<file path="config.mk">
export PLATFORM = sky130hd
export DESIGN_NAME = mips_fetch_unit
export DESIGN_NICKNAME = d
export VERILOG_FILES = /design/src/rtl/mips_fetch_unit.sv
export SDC_FILE = /design/constraint.sdc
export NUM_CORES = 1
export LEC_CHECK = 0
export CAP_MARGIN = 10
export CORE_MARGIN = 2
export CORE_UTILIZATION = 55
export DETAILED_ROUTE_END_ITERATION = 7
export PLACE_DENSITY = 0.8
export SLEW_MARGIN = 40
export SYNTH_ARGS = -nofsm -noshare
export SYNTH_HDL_FRONTEND = slang
export SYNTH_SLANG_ARGS = --single-unit
</file>
<file path="constraint.sdc">
create_clock -name clk -period 4.99 [get_ports clk]
set_input_delay 0.998 -clock clk [delete_from_list [all_inputs] [get_ports clk]]
set_output_delay 0.998 -clock clk [all_outputs]
set_load 0.02 [all_outputs]
</file>
<file path="src/rtl/mips_fetch_unit.sv">
// Purpose: decoupled MIPS instruction fetch with prefetch FIFO, J/JAL predecode and redirect.
// Latency: request -> imem response next cycle -> FIFO head visible the cycle after (3 cycles from redirect/reset to out_valid).
// Backpressure: out_ready low fills the FIFO; requests stop once occupancy plus the in-flight slot reaches DEPTH.
module mips_fetch_unit #(
    parameter int              XLEN           = 32,
    parameter int              DEPTH          = 4,
    parameter logic [XLEN-1:0] RESET_PC       = {XLEN{1'b0}},
    parameter int              PREDECODE_JUMP = 1
) (
    input  logic                       clk,
    input  logic                       rst,
    output logic                       imem_req,
    output logic [XLEN-1:0]            imem_addr,
    input  logic [XLEN-1:0]            imem_rdata,
    input  logic                       redirect_valid,
    input  logic [XLEN-1:0]            redirect_target,
    output logic                       out_valid,
    input  logic                       out_ready,
    output logic [XLEN-1:0]            out_instr,
    output logic [XLEN-1:0]            out_pc,
    output logic [XLEN-1:0]            out_pc_plus4,
    output logic                       out_predicted,
    output logic [$clog2(DEPTH):0]     fifo_count
);

    localparam int              AW       = $clog2(DEPTH);
    localparam int              CW       = AW + 1;
    localparam logic [CW:0]     DEPTH_W  = (CW+1)'(DEPTH);
    localparam logic [XLEN-1:0] WORD_MSK = ~(XLEN'(3));
    localparam logic [XLEN-1:0] LOW28    = XLEN'(32'h0FFF_FFFF);
    localparam logic [XLEN-1:0] FOUR     = XLEN'(4);

    // fetch state
    logic [XLEN-1:0] pc;
    logic [XLEN-1:0] resp_pc;
    logic            inflight;

    // prefetch FIFO storage and pointers
    logic [XLEN-1:0] fifo_instr [DEPTH];
    logic [XLEN-1:0] fifo_pc    [DEPTH];
    logic [DEPTH-1:0] fifo_pred;
    logic [AW-1:0]   rd_ptr;
    logic [AW-1:0]   wr_ptr;
    logic [CW-1:0]   count;

    // datapath helpers
    logic            resp_live;
    logic            resp_is_j;
    logic [XLEN-1:0] resp_pc_plus4;
    logic [XLEN-1:0] jump_target;
    logic [XLEN-1:0] redirect_pc;
    logic [CW:0]     occupancy;
    logic            issue;
    logic            push;
    logic            pop;

    // response qualification, jump predecode and issue decision
    always_comb begin
        resp_live     = inflight && !redirect_valid;
        resp_is_j     = (PREDECODE_JUMP != 0) && resp_live &&
                        ((imem_rdata[31:26] == 6'b000010) || (imem_rdata[31:26] == 6'b000011));
        resp_pc_plus4 = resp_pc + FOUR;
        // region bits come from the delay-slot PC, low bits from the 26-bit index
        jump_target   = (resp_pc_plus4 & ~LOW28) | (XLEN'(imem_rdata[25:0]) << 2);
        redirect_pc   = redirect_target & WORD_MSK;
        occupancy     = {1'b0, count} + {{CW{1'b0}}, inflight};
        // counting the in-flight slot means a response always has room
        issue         = !rst && !redirect_valid && (occupancy < DEPTH_W);
        push          = resp_live;
        pop           = out_valid && out_ready;
    end

    assign imem_req  = issue;
    assign imem_addr = resp_is_j ? jump_target : pc;

    // PC, in-flight flag and the PC of the outstanding request
    always_ff @(posedge clk or posedge rst) begin
        if (rst) begin
            pc       <= RESET_PC & WORD_MSK;
            resp_pc  <= '0;
            inflight <= 1'b0;
        end else begin
            inflight <= issue;
            if (issue) begin
                resp_pc <= imem_addr;
            end
            if (redirect_valid) begin
                pc <= redirect_pc;
            end else if (resp_is_j) begin
                // if the target could not be requested now, fetch it next time
                pc <= issue ? (jump_target + FOUR) : jump_target;
            end else if (issue) begin
                pc <= pc + FOUR;
            end
        end
    end

    // FIFO pointers and occupancy; a redirect flushes everything
    always_ff @(posedge clk or posedge rst) begin
        if (rst) begin
            rd_ptr <= '0;
            wr_ptr <= '0;
            count  <= '0;
        end else if (redirect_valid) begin
            rd_ptr <= '0;
            wr_ptr <= '0;
            count  <= '0;
        end else begin
            if (push) begin
                wr_ptr <= wr_ptr + AW'(1);
            end
            if (pop) begin
                rd_ptr <= rd_ptr + AW'(1);
            end
            case ({push, pop})
                2'b10:   count <= count + CW'(1);
                2'b01:   count <= count - CW'(1);
                default: count <= count;
            endcase
        end
    end

    // FIFO payload write; contents are qualified by count so need no reset
    always_ff @(posedge clk) begin
        if (push) begin
            fifo_instr[wr_ptr] <= imem_rdata;
            fifo_pc[wr_ptr]    <= resp_pc;
            fifo_pred[wr_ptr]  <= resp_is_j;
        end
    end

    assign out_valid     = (count != '0);
    assign fifo_count    = count;
    assign out_instr     = out_valid ? fifo_instr[rd_ptr] : '0;
    assign out_pc        = out_valid ? fifo_pc[rd_ptr] : '0;
    assign out_pc_plus4  = out_valid ? (fifo_pc[rd_ptr] + FOUR) : '0;
    assign out_predicted = out_valid && fifo_pred[rd_ptr];

endmodule

</file>
==> results, run 1 <==
- The last weighted congestion value of the routability-driven placer is 0.916.
- The final route contains 10844 vias.
- At the pin with the least slew margin, the transition time is 0.783 ns.
- Counting the buffers created by CTS gives 34.
- In the final layout, the share of cells above drive strength 1 is 0.118.
- The root buffer cell chosen for the clock tree is sky130_fd_sc_hd__clkbuf_16.
- Setup repair after global routing left no endpoint under its margin.
- The via count of the first global-routing pass is 10246.
- From left edge to right edge, the die measures 171 um.
- The first detailed-routing pass took 5 iterations.
- The number of design-rule violations left by the first detailed-router iteration is 1093.
- The startpoint class of the critical path is a flip-flop.
- The maximum clock skew at final layout is 0.0146 ns.
- The setup check on the worst reg-to-reg path leaves a slack of 1.99 ns.
- The placed wire-length estimate after detailed placement is 25.4 mm.
- The classification of the worst setup path is flip-flop to output pin.
- The count of final setup violators is 0.
- The die covers 29200 sq um.
- The largest net degree at the start of global routing is 69.
- The arrival time at the worst endpoint is 3.76 ns.
- The final number of hold-violating endpoints is 0.
- For this design the ratio of total power to cell area is 510 nW/um^2.
- The number of pins exceeding their max-slew limit in the final report was 0.
- In this run the vertical extent of the chip is 171 um.
- The number of H-tree levels is 2.
- For this configuration, the core starts out at a cell density of 0.555.
- The cell area after layout is 18900 sq um.
- The share of the core filled with cells in the final layout is 0.685.
- The net count of the finished layout is 1460.
- The layout overhead on the synthesized area is 23.4%.
- The distinct cell type count of the synthesized netlist is 65.
- The gate count of the mapped netlist is 1191.
- Ranked by total cell area, the synthesized netlist is headed by sky130_fd_sc_hd__edfxtp_1, sky130_fd_sc_hd__dfrtp_1, sky130_fd_sc_hd__mux4_2.
- The cell area that synthesis handed to floorplanning was 15300 sq um.
- For this run, design rule violations remaining after detail routing come to 0.
- The overall power consumption is 9650 uW.
- The tightest hold path in the finished design has a slack of 0.582 ns.
- The count of input and output buffers is 197.
- The sort of element at the end of the critical path is an output pin.
- The post-placement cell area is 17700 sq um.
- The leakage power is 0.00661 uW.
- The maximum clock rate is 210 MHz.
- The initialized floorplan defines 61 standard-cell rows.
- The first global-routing pass estimated 59.9 mm of wire.
- The Yosys step of the flow raised 0 warnings.
- The share of flip-flops with an asynchronous set or reset is 0.212.
- The worst min-delay path class is flip-flop to flip-flop.
- The number of enable-type register cells in the synthesized netlist is 256.
- The latest clock arrival within the worst-skew pair is 0.52 ns.
- For the final routed database, the setup TNS stands at 0 ns.
- The clock passes through at most 3 buffers.
- The share of the Yosys chip area taken by registers is 0.614.
- The worst-case vdd ir drop is 0.000342 V.
- The largest fanout on the critical path is 13.
- The share of the clock period used by the worst path after layout is 0.953.
- The final layout contains routed wiring with a total length of 39.1 mm.
- The number of primary I/O pins is 202.
- The antenna violation net count after detailed routing is 0.
- The flip-flop cell with the highest count after synthesis is sky130_fd_sc_hd__edfxtp_1.
- For this run, the total global-route usage over all layers was measured as 0.270.
- The CTS tree is built.
- The run finished with clean final reports.
- sky130_fd_sc_hd__edfxtp_1 takes more of the synthesized area than any other cell.
- The area fraction of the dominant cell type after synthesis is 0.501.
- The initial antenna violation count is 0.
- The clock-pin slew reported for the worst setup and hold paths after clock tree synthesis is 0.07 ns.
- The region available for standard cell placement spans 27600 sq um.
- Hold repair after CTS inserted 0 buffers.
- The relative max-transition margin is 0.477.
- STA puts the critical path data required time at 3.99 ns.
- The number of flip-flops and latches in the synthesized netlist is 325.
- The number of max-cap violations is 0.
- Counting I/O delays and the setup requirement, the final critical path takes 4.76 ns.
- The total congestion overflow after global routing is 0.
- The number of vias per cell after detailed routing is 6.07.
- The number of diodes is 0.
- The average size of a mapped cell is 12.9 sq um.
- Counting every sink on the clock net gives 325.
- In the final routed layout, each cell accounts on average for 21.9 um.
flip-flops by register name, summed over array words and instances (netlist names):
register    flops
fifo_pred       4
inflight        1
fifo_pc       124
fifo_instr    128
pc             30
resp_pc        31
fifo_count      3
rd_ptr          2
wr_ptr          2
logic make-up after synthesis:
family | synth area share
other | 0.000244
XOR/XNOR | 0.0411
AND/OR/NAND/NOR | 0.160
AO/OA/AOI/OAI | 0.0499
flip-flops | 0.614
multiplexers | 0.103
buffers and inverters | 0.0249
adder cells (fa/ha/maj) | 0.00767
path summary, 6_finish.rpt:
kind,startpoint,end,depth (start not counted)
max in group asynchronous,rst,pc[7]$_DFFE_PP0P_,3
max,rd_ptr[0]$_DFFE_PP0P_,out_pc_plus4[31],8
min reg2reg,resp_pc[11]$_DFFE_PP0P_,fifo_pc[1][11]$_DFFE_PP_,0
max reg2reg,inflight$_DFF_PP0_,pc[20]$_DFFE_PP0P_,7
min in group asynchronous,rst,fifo_count[2]$_DFFE_PP0P_,2
min,resp_pc[11]$_DFFE_PP0P_,fifo_pc[1][11]$_DFFE_PP_,0
worst max-delay path: stages (launching register included):
cell	delay, ns
sky130_fd_sc_hd__dfrtp_4	0.61
sky130_fd_sc_hd__buf_16	0.22
sky130_fd_sc_hd__mux4_2	0.41
sky130_fd_sc_hd__nand3_1	0.18
sky130_fd_sc_hd__nor4_4	0.60
sky130_fd_sc_hd__nand2_2	0.10
sky130_fd_sc_hd__or3_1	0.33
sky130_fd_sc_hd__a21oi_1	0.16
sky130_fd_sc_hd__clkdlybuf4s50_1	0.62
metrics by stage:
stage | cells | setup WS [ns]
floorplan | 1192 | 1.31
global placement | 1725 | 0.357
detailed placement | 1725 | 0.358
CTS | 1786 | 0.0667
global route | 1787 | 0.0570
finish | 1787 | 0.235
layer usage:
layer	share of wire	GRT usage	wire length, um
met3	0.088	0.0460	3430
met5	0	0	0
met2	0.48	0.426	18600
met1	0.41	0.388	16000
met4	0.028	0.0870	1100
layout by cell type, fill, tap and decap left out, types with 4 or more instances in the layout:
cell type and count:
sky130_fd_sc_hd__a21oi_1 32, sky130_fd_sc_hd__a2bb2oi_1 4, sky130_fd_sc_hd__a31oi_1 9, sky130_fd_sc_hd__and2_1 79
sky130_fd_sc_hd__and2_2 4, sky130_fd_sc_hd__and3_1 16, sky130_fd_sc_hd__and4_1 5, sky130_fd_sc_hd__buf_4 28
sky130_fd_sc_hd__bufinv_16 5, sky130_fd_sc_hd__clkbuf_1 9, sky130_fd_sc_hd__clkbuf_16 37, sky130_fd_sc_hd__clkdlybuf4s50_1 196
sky130_fd_sc_hd__clkinv_1 4, sky130_fd_sc_hd__dfrtp_1 67, sky130_fd_sc_hd__edfxtp_1 256, sky130_fd_sc_hd__ha_1 7
sky130_fd_sc_hd__inv_1 12, sky130_fd_sc_hd__mux2i_1 9, sky130_fd_sc_hd__mux4_2 62, sky130_fd_sc_hd__nand2_1 211
sky130_fd_sc_hd__nand3_1 44, sky130_fd_sc_hd__nand4_1 42, sky130_fd_sc_hd__nor2_1 58, sky130_fd_sc_hd__nor3_1 16
sky130_fd_sc_hd__nor4_1 4, sky130_fd_sc_hd__o211ai_1 4, sky130_fd_sc_hd__o21ai_0 26, sky130_fd_sc_hd__o22ai_1 4
sky130_fd_sc_hd__o31ai_1 7, sky130_fd_sc_hd__or3_1 6, sky130_fd_sc_hd__xnor2_1 30, sky130_fd_sc_hd__xor2_1 42
where the power goes:
part	switching, uW	internal (uW)
Combinational	1860	1620
Clock	1020	1630
Sequential	312	3220
final cells by class:
| type | count | area (sq um) |
|---|---|---|
| clock buffer | 47 | 973 |
| clock inverter | 14 | 198 |
| fill | 1947 | 8700 |
| inverter | 15 | 61.3 |
| multi-input combinational | 780 | 5570 |
| sequential | 325 | 9420 |
| tap | 378 | 473 |
| timing repair buffer | 228 | 2240 |
cell usage after synthesis, drive strengths merged, types with 9 or more instances:
| cell type | number |
|---|---|
| nor2 | 58 |
| nor3 | 19 |
| mux4 | 64 |
| xor2 | 42 |
| inv | 14 |
| and2 | 84 |
| o21ai | 26 |
| dfrtp | 69 |
| xnor2 | 30 |
| and3 | 16 |
| nand3 | 45 |
| clkbuf | 42 |
| edfxtp | 256 |
| a21oi | 32 |
| mux2i | 9 |
| nand4 | 43 |
| nand2 | 212 |
| buf | 30 |
| a31oi | 9 |
what timing repair did:
action	in CTS	in global routing
setup buffers	0	1
resized for setup	0	2
setup endpoints to repair	0	4
Note: power is estimated with default switching activity, not from simulation.
==> run 2: changes to the inputs <==
--- a/config.mk
+++ b/config.mk
@@ -10,7 +10,8 @@
 export CORE_UTILIZATION = 55
 export DETAILED_ROUTE_END_ITERATION = 7
 export PLACE_DENSITY = 0.8
-export SLEW_MARGIN = 40
+export REMOVE_ABC_BUFFERS = 1
+export SLEW_MARGIN = 30
 export SYNTH_ARGS = -nofsm -noshare
 export SYNTH_HDL_FRONTEND = slang
 export SYNTH_SLANG_ARGS = --single-unit
==> results, run 2 (synthesized netlist as in run 1, its figures left out) <==
- The run finished with clean final reports.
- Of the cells placed in the final design, the portion with a size suffix greater than 1 is 0.117.
- The power per unit of standard cell area is 495 nW/um^2.
- The number of H-tree levels is 1.
- The die is 171 um tall.
- The relative max-transition margin is 0.393.
- The average wire length per cell after detail routing is 21.7 um.
- For this run, design rule violations remaining after detail routing come to 0.
- The placed wire-length estimate after detailed placement is 25.5 mm.
- The clock-pin slew reported for the worst setup and hold paths after clock tree synthesis is 0.06 ns.
- Summing all multi-input logic gate instances after layout gives 5560 sq um.
- The maximum clock rate is 212 MHz.
- The startpoint class of the critical path is a flip-flop.
- Dividing the final minimum period by the clock period gives 0.945.
- After clock tree synthesis, the setup repair step added 0 buffers.
- In the final layout, flip-flops and latches occupy 9420 sq um.
- In this run the deepest clock path goes through 3 buffers.
- The total die area is 29200 sq um.
- For the worst setup path, the data required time is 3.99 ns.
- In this run, the number of DRC markers left after iteration 0 of detailed routing was 1150.
- The final number of hold-violating endpoints is 0.
- The number of diodes is 0.
- The latest clock arrival within the worst-skew pair is 0.57 ns.
- Entering global routing, the biggest net connects 69 pins.
- The via count of the first global-routing pass is 10342.
- The signal on the critical path passes through buf_4 > mux4_2 > nand4_1 > nor4b_1 > nand4_1 > xor2_1 > nor2_1 > clkdlybuf4s50_1.
- Along the worst path, the maximum fanout reaches 19.
- By instance count, the cell type seen most on the critical path is sky130_fd_sc_hd__nand4_1.
- The count of final setup violators is 0.
- The final setup slack of the worst path is 0.273 ns.
- Counting flops per register, the top entry is fifo_instr.
- The pre-CTS worst setup slack is 0.651 ns.
- The number of flip-flops in the largest register is 128.
- After filler insertion, the fill cell instance count of the layout stands at 1947.
- The CTS tree is built.
- The biggest cell delay along the critical path is 0.64 ns.
- The total of hold buffers inserted after clock tree synthesis is 0.
- The first detailed-routing pass took 7 iterations.
- The worst path needs 4.72 ns of the cycle, external delays included.
- The initial antenna violation count came to 1.
- At the worst endpoint, the arrival time is 3.72 ns.
- After global routing the overflow that remains totals 0.
- The worst-case vdd ir drop is 0.000330 V.
- The largest registers in the layout are fifo_instr: 128 flops, fifo_pc: 124 flops, resp_pc: 31 flops.
- Setup repair after global routing left no endpoint under its margin.
- After the last flow step, the layout net total stands at 1460.
- The leakage power is 0.00654 uW.
- In this run the worst hold path is classified as flip-flop to flip-flop.
- Max-cap violations in this run came to 0.
- Once layout is complete, the utilization of the core stands at 0.681.
- 202 I/O pins were placed.
- The area growth from synthesis to layout is 22.6%.
- The depth of the worst register-to-register path is 7.
- The number of pins exceeding their max-slew limit in the final report came to 0.
- The initial core utilization is 0.555.
- The worst setup path is captured at an output pin.
- Wires add up to 38.8 mm.
- Between clock sinks in the finished design, the worst skew comes to 0.00994 ns.
- The measured slew at the worst slew-check pin is 0.911 ns.
- The root buffer cell chosen for the clock tree is sky130_fd_sc_hd__clkbuf_16.
- The sink count of the clock tree is 325.
- For this block, the via count after detailed routing is 10499.
- The count of input and output buffers is 197.
- The congestion estimate from routability-driven global placement came to 0.899.
- The area of the core is 27600 sq um.
- The commonest non-fill, non-tap cell in the layout is sky130_fd_sc_hd__edfxtp_1.
- The global router's overall resource usage is 0.268.
- The number of gates given a new drive strength after cts is 0.
- The first global-routing pass estimated 59.0 mm of wire.
- The number of vias per cell after detailed routing is 5.88.
- The total number of placement rows is 61.
- In the layout the commonest cells are sky130_fd_sc_hd__edfxtp_1, sky130_fd_sc_hd__nand2_1, sky130_fd_sc_hd__clkdlybuf4s50_1.
- The depth of the worst hold-timing path is 0.
- The count of nets left with antenna violations once routing finished came out at 0.
- The number of buffers added by the clock tree synthesis step is 31.
- The slowest cell on the critical path is sky130_fd_sc_hd__dfrtp_4.
- The classification of the worst setup path is flip-flop to output pin.
- The die is 171 um wide.
## run 2: critical path, delay by kind of cell, from the launching register on
family / cells / cell delay (ns)
simple gates: 4 / 1.02
mux: 1 / 0.42
buf+inv: 2 / 0.88
xor+xnor: 1 / 0.17
flops: 1 / 0.64
## run 2: layout make-up
class,count,share of cell area
multi-input combinational,780,0.296
tap,378,0.0252
sequential,325,0.501
timing repair buffer,231,0.121
clock buffer,36,0.0423
clock inverter,20,0.0114
inverter,15,0.00326
## run 2: routing by layer
| metal | global-route usage | part of all wire |
|---|---|---|
| met1 | 0.361 | 0.39 |
| met2 | 0.450 | 0.49 |
| met3 | 0.0338 | 0.074 |
| met4 | 0.101 | 0.037 |
| met5 | 0 | 0.00034 |
## run 2: power by group
group / total (uW) / switching (uW) / internal [uW]
Sequential: 3520 / 299 / 3220
Clock: 2340 / 987 / 1350
Combinational: 3460 / 1850 / 1600
## run 2: final timing paths
kind / endpoint / slack (ns) / from
worst max-delay path: out_pc_plus4[28] / 0.27 / rd_ptr[0]$_DFFE_PP0P_
worst min-delay path: fifo_pc[0][1]$_DFFE_PP_ / 0.53 / resp_pc[1]$_DFFE_PP0P_
worst max register to register: pc[19]$_DFFE_PP0P_ / 2.01 / fifo_count[2]$_DFFE_PP0P_
worst min register to register: fifo_pc[0][1]$_DFFE_PP_ / 0.53 / resp_pc[1]$_DFFE_PP0P_
max in group asynchronous: resp_pc[31]$_DFFE_PP0P_ / 3.31 / rst
min in group asynchronous: pc[6]$_DFFE_PP0P_ / 0.91 / rst
## run 2: stage by stage
step	cells	setup TNS (ns)	power, uW	area (sq um)	hold WS (ns)
4_1_cts	1784	0	9360	18800	0.530
5_1_grt	1785	0	9720	18800	0.564
2_1_floorplan	1120	-15.65	5450	15000	0.468
3_3_place_gp	1728	0	6970	17800	0.502
6_report	1785	0	9310	18800	0.527
3_5_place_dp	1728	0	7040	17800	0.508
==> run 3: changes to the inputs <==
--- a/config.mk
+++ b/config.mk
@@ -5,11 +5,12 @@
 export SDC_FILE = /design/constraint.sdc
 export NUM_CORES = 1
 export LEC_CHECK = 0
-export CAP_MARGIN = 10
+export ABC_AREA = 1
+export CAP_MARGIN = 25
 export CORE_MARGIN = 2
 export CORE_UTILIZATION = 55
 export DETAILED_ROUTE_END_ITERATION = 7
-export PLACE_DENSITY = 0.8
+export PLACE_DENSITY = 0.79
 export REMOVE_ABC_BUFFERS = 1
 export SLEW_MARGIN = 30
 export SYNTH_ARGS = -nofsm -noshare
==> results, run 3 <==
- The top cell types in the final layout, fill and taps aside, are sky130_fd_sc_hd__nand2_1, sky130_fd_sc_hd__nor2_1, sky130_fd_sc_hd__edfxtp_1.
- The first global-routing pass estimated 71.1 mm of wire.
- The multi-input gate area in the final layout is 6210 sq um.
- The worst register-to-register path begins at fifo_count[0]$_DFFE_PP0P_.
- The CTS tree is built.
- The share of synthesized area in the top cell type comes to 0.465.
- The filler cells instantiated in the layout total 2376.
- The number of pins exceeding their max-slew limit in the final report came to 0.
- Dividing the final minimum period by the clock period gives 0.948.
- The post-synthesis sequential area ratio is 0.569.
- By count the netlist is led by sky130_fd_sc_hd__nand2_1, sky130_fd_sc_hd__nor2_1, sky130_fd_sc_hd__edfxtp_1.
- The distinct cell type count of the synthesized netlist is 48.
- The area of the core is 29600 sq um.
- Clock-pin slew was measured on the worst setup and hold paths at 0.06 ns.
- During I/O placement, the number of pins put on the boundary was 202.
- After legalization and detailed placement, the total HPWL measured 31.6 mm.
- The cell that appears most often on the critical path is sky130_fd_sc_hd__nand2_1.
- The share of final-layout standard cells stronger than drive strength 1 is 0.0629.
- In the final layout, the registers with the most flip-flops are fifo_instr: 128 flops, fifo_pc: 124 flops, resp_pc: 31 flops.
- The critical path goes through buf_16 > nand2_1 > nand3_1 > nand2_1 > inv_1 > ha_1 > inv_1 > nor2_1 > nand2_1 > nor2_2 > nand2_1 > inv_2 > nand3_1 > nor2_1 > o21ai_0 > nor2_1 > clkdlybuf4s50_1.
- The worst min-delay path class is flip-flop to flip-flop.
- For the worst-skew pair, the clock arrives at the later sink with an insertion delay of 0.58 ns.
- Entering global routing, the biggest net connects 131 pins.
- Summed over all cells, the static leakage comes to 0.00779 uW.
- The required time at the worst-slack endpoint is 3.99 ns.
- IR analysis of the VDD net gives a maximum drop of 0.000292 V.
- The worst setup path is captured at an output pin.
- The sequential cells in the finished layout cover a total of 9420 sq um.
- The count of input and output buffers is 197.
- The synthesized design spends more area on one cell type than any other, namely sky130_fd_sc_hd__edfxtp_1.
- The number of flip-flops and latches in the synthesized netlist is 325.
- The routed layout has 13999 vias.
- The biggest cell delay along the critical path is 0.62 ns.
- The die height is 177 um.
- The die extent in x is 177 um.
- The flip-flop cell with the highest count after synthesis is sky130_fd_sc_hd__edfxtp_1.
- The antenna violation net count after detailed routing is 0.
- After the first detailed-routing iteration, the DRC count stood at 1452.
- Leaving out fill and tap cells, the most frequent cell in the layout is sky130_fd_sc_hd__nand2_1.
- For this configuration, the core starts out at a cell density of 0.558.
- The via count of the first global-routing pass is 13057.
- Buffers inserted during clock tree synthesis total 31.
- The initial antenna violation count came to 0.
- The global router's overall resource usage is 0.293.
- The largest buffer count on any clock path is 3.
- The floorplan step defined a die boundary enclosing 31500 sq um.
- Buffers added to address setup during post-CTS repair amount to 0.
- The buffer cell driving the clock tree root is sky130_fd_sc_hd__clkbuf_16.
- The final layout contains 2149 nets.
- Measured against its own limit, the worst slew margin works out to 0.455.
- Data on the critical path arrives at its endpoint at 3.73 ns.
- CTS built an H-tree with a depth of 1.
- The number of enable-type register cells in the synthesized netlist is 256.
- The clock drives 325 sinks.
- The number of vias per cell after detailed routing is 5.63.
- Along the worst path, the maximum fanout reaches 65.
- The non-filler instance count after layout is 2487.
- The average wire length per cell after detail routing is 18.7 um.
- The total detailed-routing wirelength is 46.6 mm.
- The congestion estimate from routability-driven global placement came to 0.958.
- The most repeated cell in the gate-level netlist after synthesis is sky130_fd_sc_hd__nand2_1.
- A synthesized cell averages 8.74 sq um.
- The share of flip-flops with an asynchronous set or reset is 0.212.
- For this run, the top clock speed supported by timing is 211 MHz.
- The critical path is of the flip-flop to output pin type.
- The summed instance area of the synthesized netlist is 16500 sq um.
- The count of final setup violators is 0.
- 0 antenna diodes ended up in the layout.
- The final number of hold-violating endpoints was 0.
- The flow ran to the end, and the final reports show no timing, DRC or antenna violations.
- For this run, design rule violations remaining after detail routing come to 0.
- The maximum clock skew at final layout is 0.0270 ns.
- The startpoint class of the critical path is a flip-flop.
- The instance count after placement with tap cells included is 2428.
- In this run the most critical hold path is launched from pc[31]$_DFFE_PP0P_.
- The gate count of the mapped netlist is 1891.
- The total negative slack for setup checks is 0 ns.
- The register with the most flip-flops in the layout has 128 of them.
- The tool flagged a number of max-cap violations equal to 0.
- For this design the ratio of total power to cell area is 488 nW/um^2.
- In the post-synthesis netlist, the biggest area contributors are sky130_fd_sc_hd__edfxtp_1, sky130_fd_sc_hd__nand2_1, sky130_fd_sc_hd__dfrtp_1.
- The routed design could run at a clock period as short as 4.73 ns.
- The slowest stage of the critical path belongs to the cell sky130_fd_sc_hd__clkdlybuf4s50_1.
- The measured slew at the worst slew-check pin is 0.813 ns.
- The total of hold buffers inserted after clock tree synthesis is 0.
- The number of warning messages in the yosys log is 0.
- The launching element of the worst setup path is rd_ptr[0]$_DFFE_PP0P_.
- The number of search-and-repair iterations in the first detailed-routing pass is 5.
- The most flop-heavy register is fifo_instr.
- For this run the aggregate overflow at the end of global routing stands at 0.
- After floorplanning, the core was divided into 63 placement rows.
- The layout overhead on the synthesized area is 21.0%.
-- run 3: cell count changes in the layout (fill, tap and decap cells not counted), moves of 21 or more --
cell	before	now
sky130_fd_sc_hd__nand3_1	44	126
sky130_fd_sc_hd__o21ai_0	26	138
sky130_fd_sc_hd__a21oi_1	32	86
sky130_fd_sc_hd__nand2_1	211	460
sky130_fd_sc_hd__inv_1	12	122
sky130_fd_sc_hd__and2_1	79	0
sky130_fd_sc_hd__nor2_1	58	346
sky130_fd_sc_hd__xnor2_1	30	8
sky130_fd_sc_hd__mux4_2	62	0
sky130_fd_sc_hd__nand4_1	42	21
-- run 3: worst paths after layout --
| check | endpoint | slack [ns] | cells past startpoint |
|---|---|---|---|
| max in group asynchronous | rd_ptr[0]$_DFFE_PP0P_ | 3.49 | 3 |
| min reg2reg | pc[31]$_DFFE_PP0P_ | 0.49 | 2 |
| min | pc[31]$_DFFE_PP0P_ | 0.49 | 2 |
| max reg2reg | fifo_count[2]$_DFFE_PP0P_ | 2.08 | 8 |
| max | out_pc_plus4[16] | 0.26 | 17 |
| min in group asynchronous | fifo_count[2]$_DFFE_PP0P_ | 0.91 | 3 |
-- run 3: routing by layer --
metal / up-vias / GRT usage / wire length, um
met4: 0 / 0.0885 / 1200
met5: - / 0 / 0
met2: 663 / 0.472 / 22000
li1: 6684 / - / -
met3: 81 / 0.0471 / 3990
met1: 6571 / 0.411 / 19400
-- run 3: cells by family (layout without fill, tap and decap cells) --
kind of cell,count (synthesis),count (layout),share of synthesized area
flops,325,325,0.569
fa+ha+maj,8,8,0.00651
compound gates,269,269,0.0879
simple gates,1032,1032,0.260
buf+inv,221,426,0.0579
other cells,1,2,0.000227
xor+xnor,35,35,0.0185
-- run 3: worst max-delay path, delay by kind of cell, from the launching register on --
family                     cells  cell delay [ns]
and+or+nand+nor               10             1.19
AOI/OAI and AO/OA              1             0.11
DFF                            1             0.51
buffers and inverters          5             1.17
adders and majority gates      1             0.18
-- run 3: final cells by class --
type	instances	area share
Sequential cell	325	0.471
Multi-Input combinational cell	1346	0.311
Timing Repair Buffer	235	0.119
Clock buffer	42	0.0413
Inverter	134	0.0254
Tap cell	390	0.0244
Clock inverter	15	0.00888
-- run 3: repair_timing --
action	in CTS	in global routing
hold endpoints to repair	0	0
endpoints found under the setup margin	0	3
resized for setup	0	6
-- run 3: per-stage QoR --
step                worst slack [ns]  power (uW)  hold WS, ns  utilization  cell area [sq um]
finish                         0.262        9770        0.494        0.675              20000
global route                -0.00756       10200        0.531        0.675              20000
CTS                           0.0916        9730        0.494        0.672              19900
detailed placement             0.378        7400        0.475        0.639              18900
global placement               0.389        7330        0.462        0.639              18900
floorplan                      -2.64        5680        0.449            -              16100
-- run 3: power by group --
part           switching [uW]  total, uW  internal [uW]  leakage [uW]
clock network             973       2340           1360      0.000482
registers                 360       3630           3270       0.00316
logic                    2330       3810           1470       0.00415
total                    3670       9770           6100       0.00779
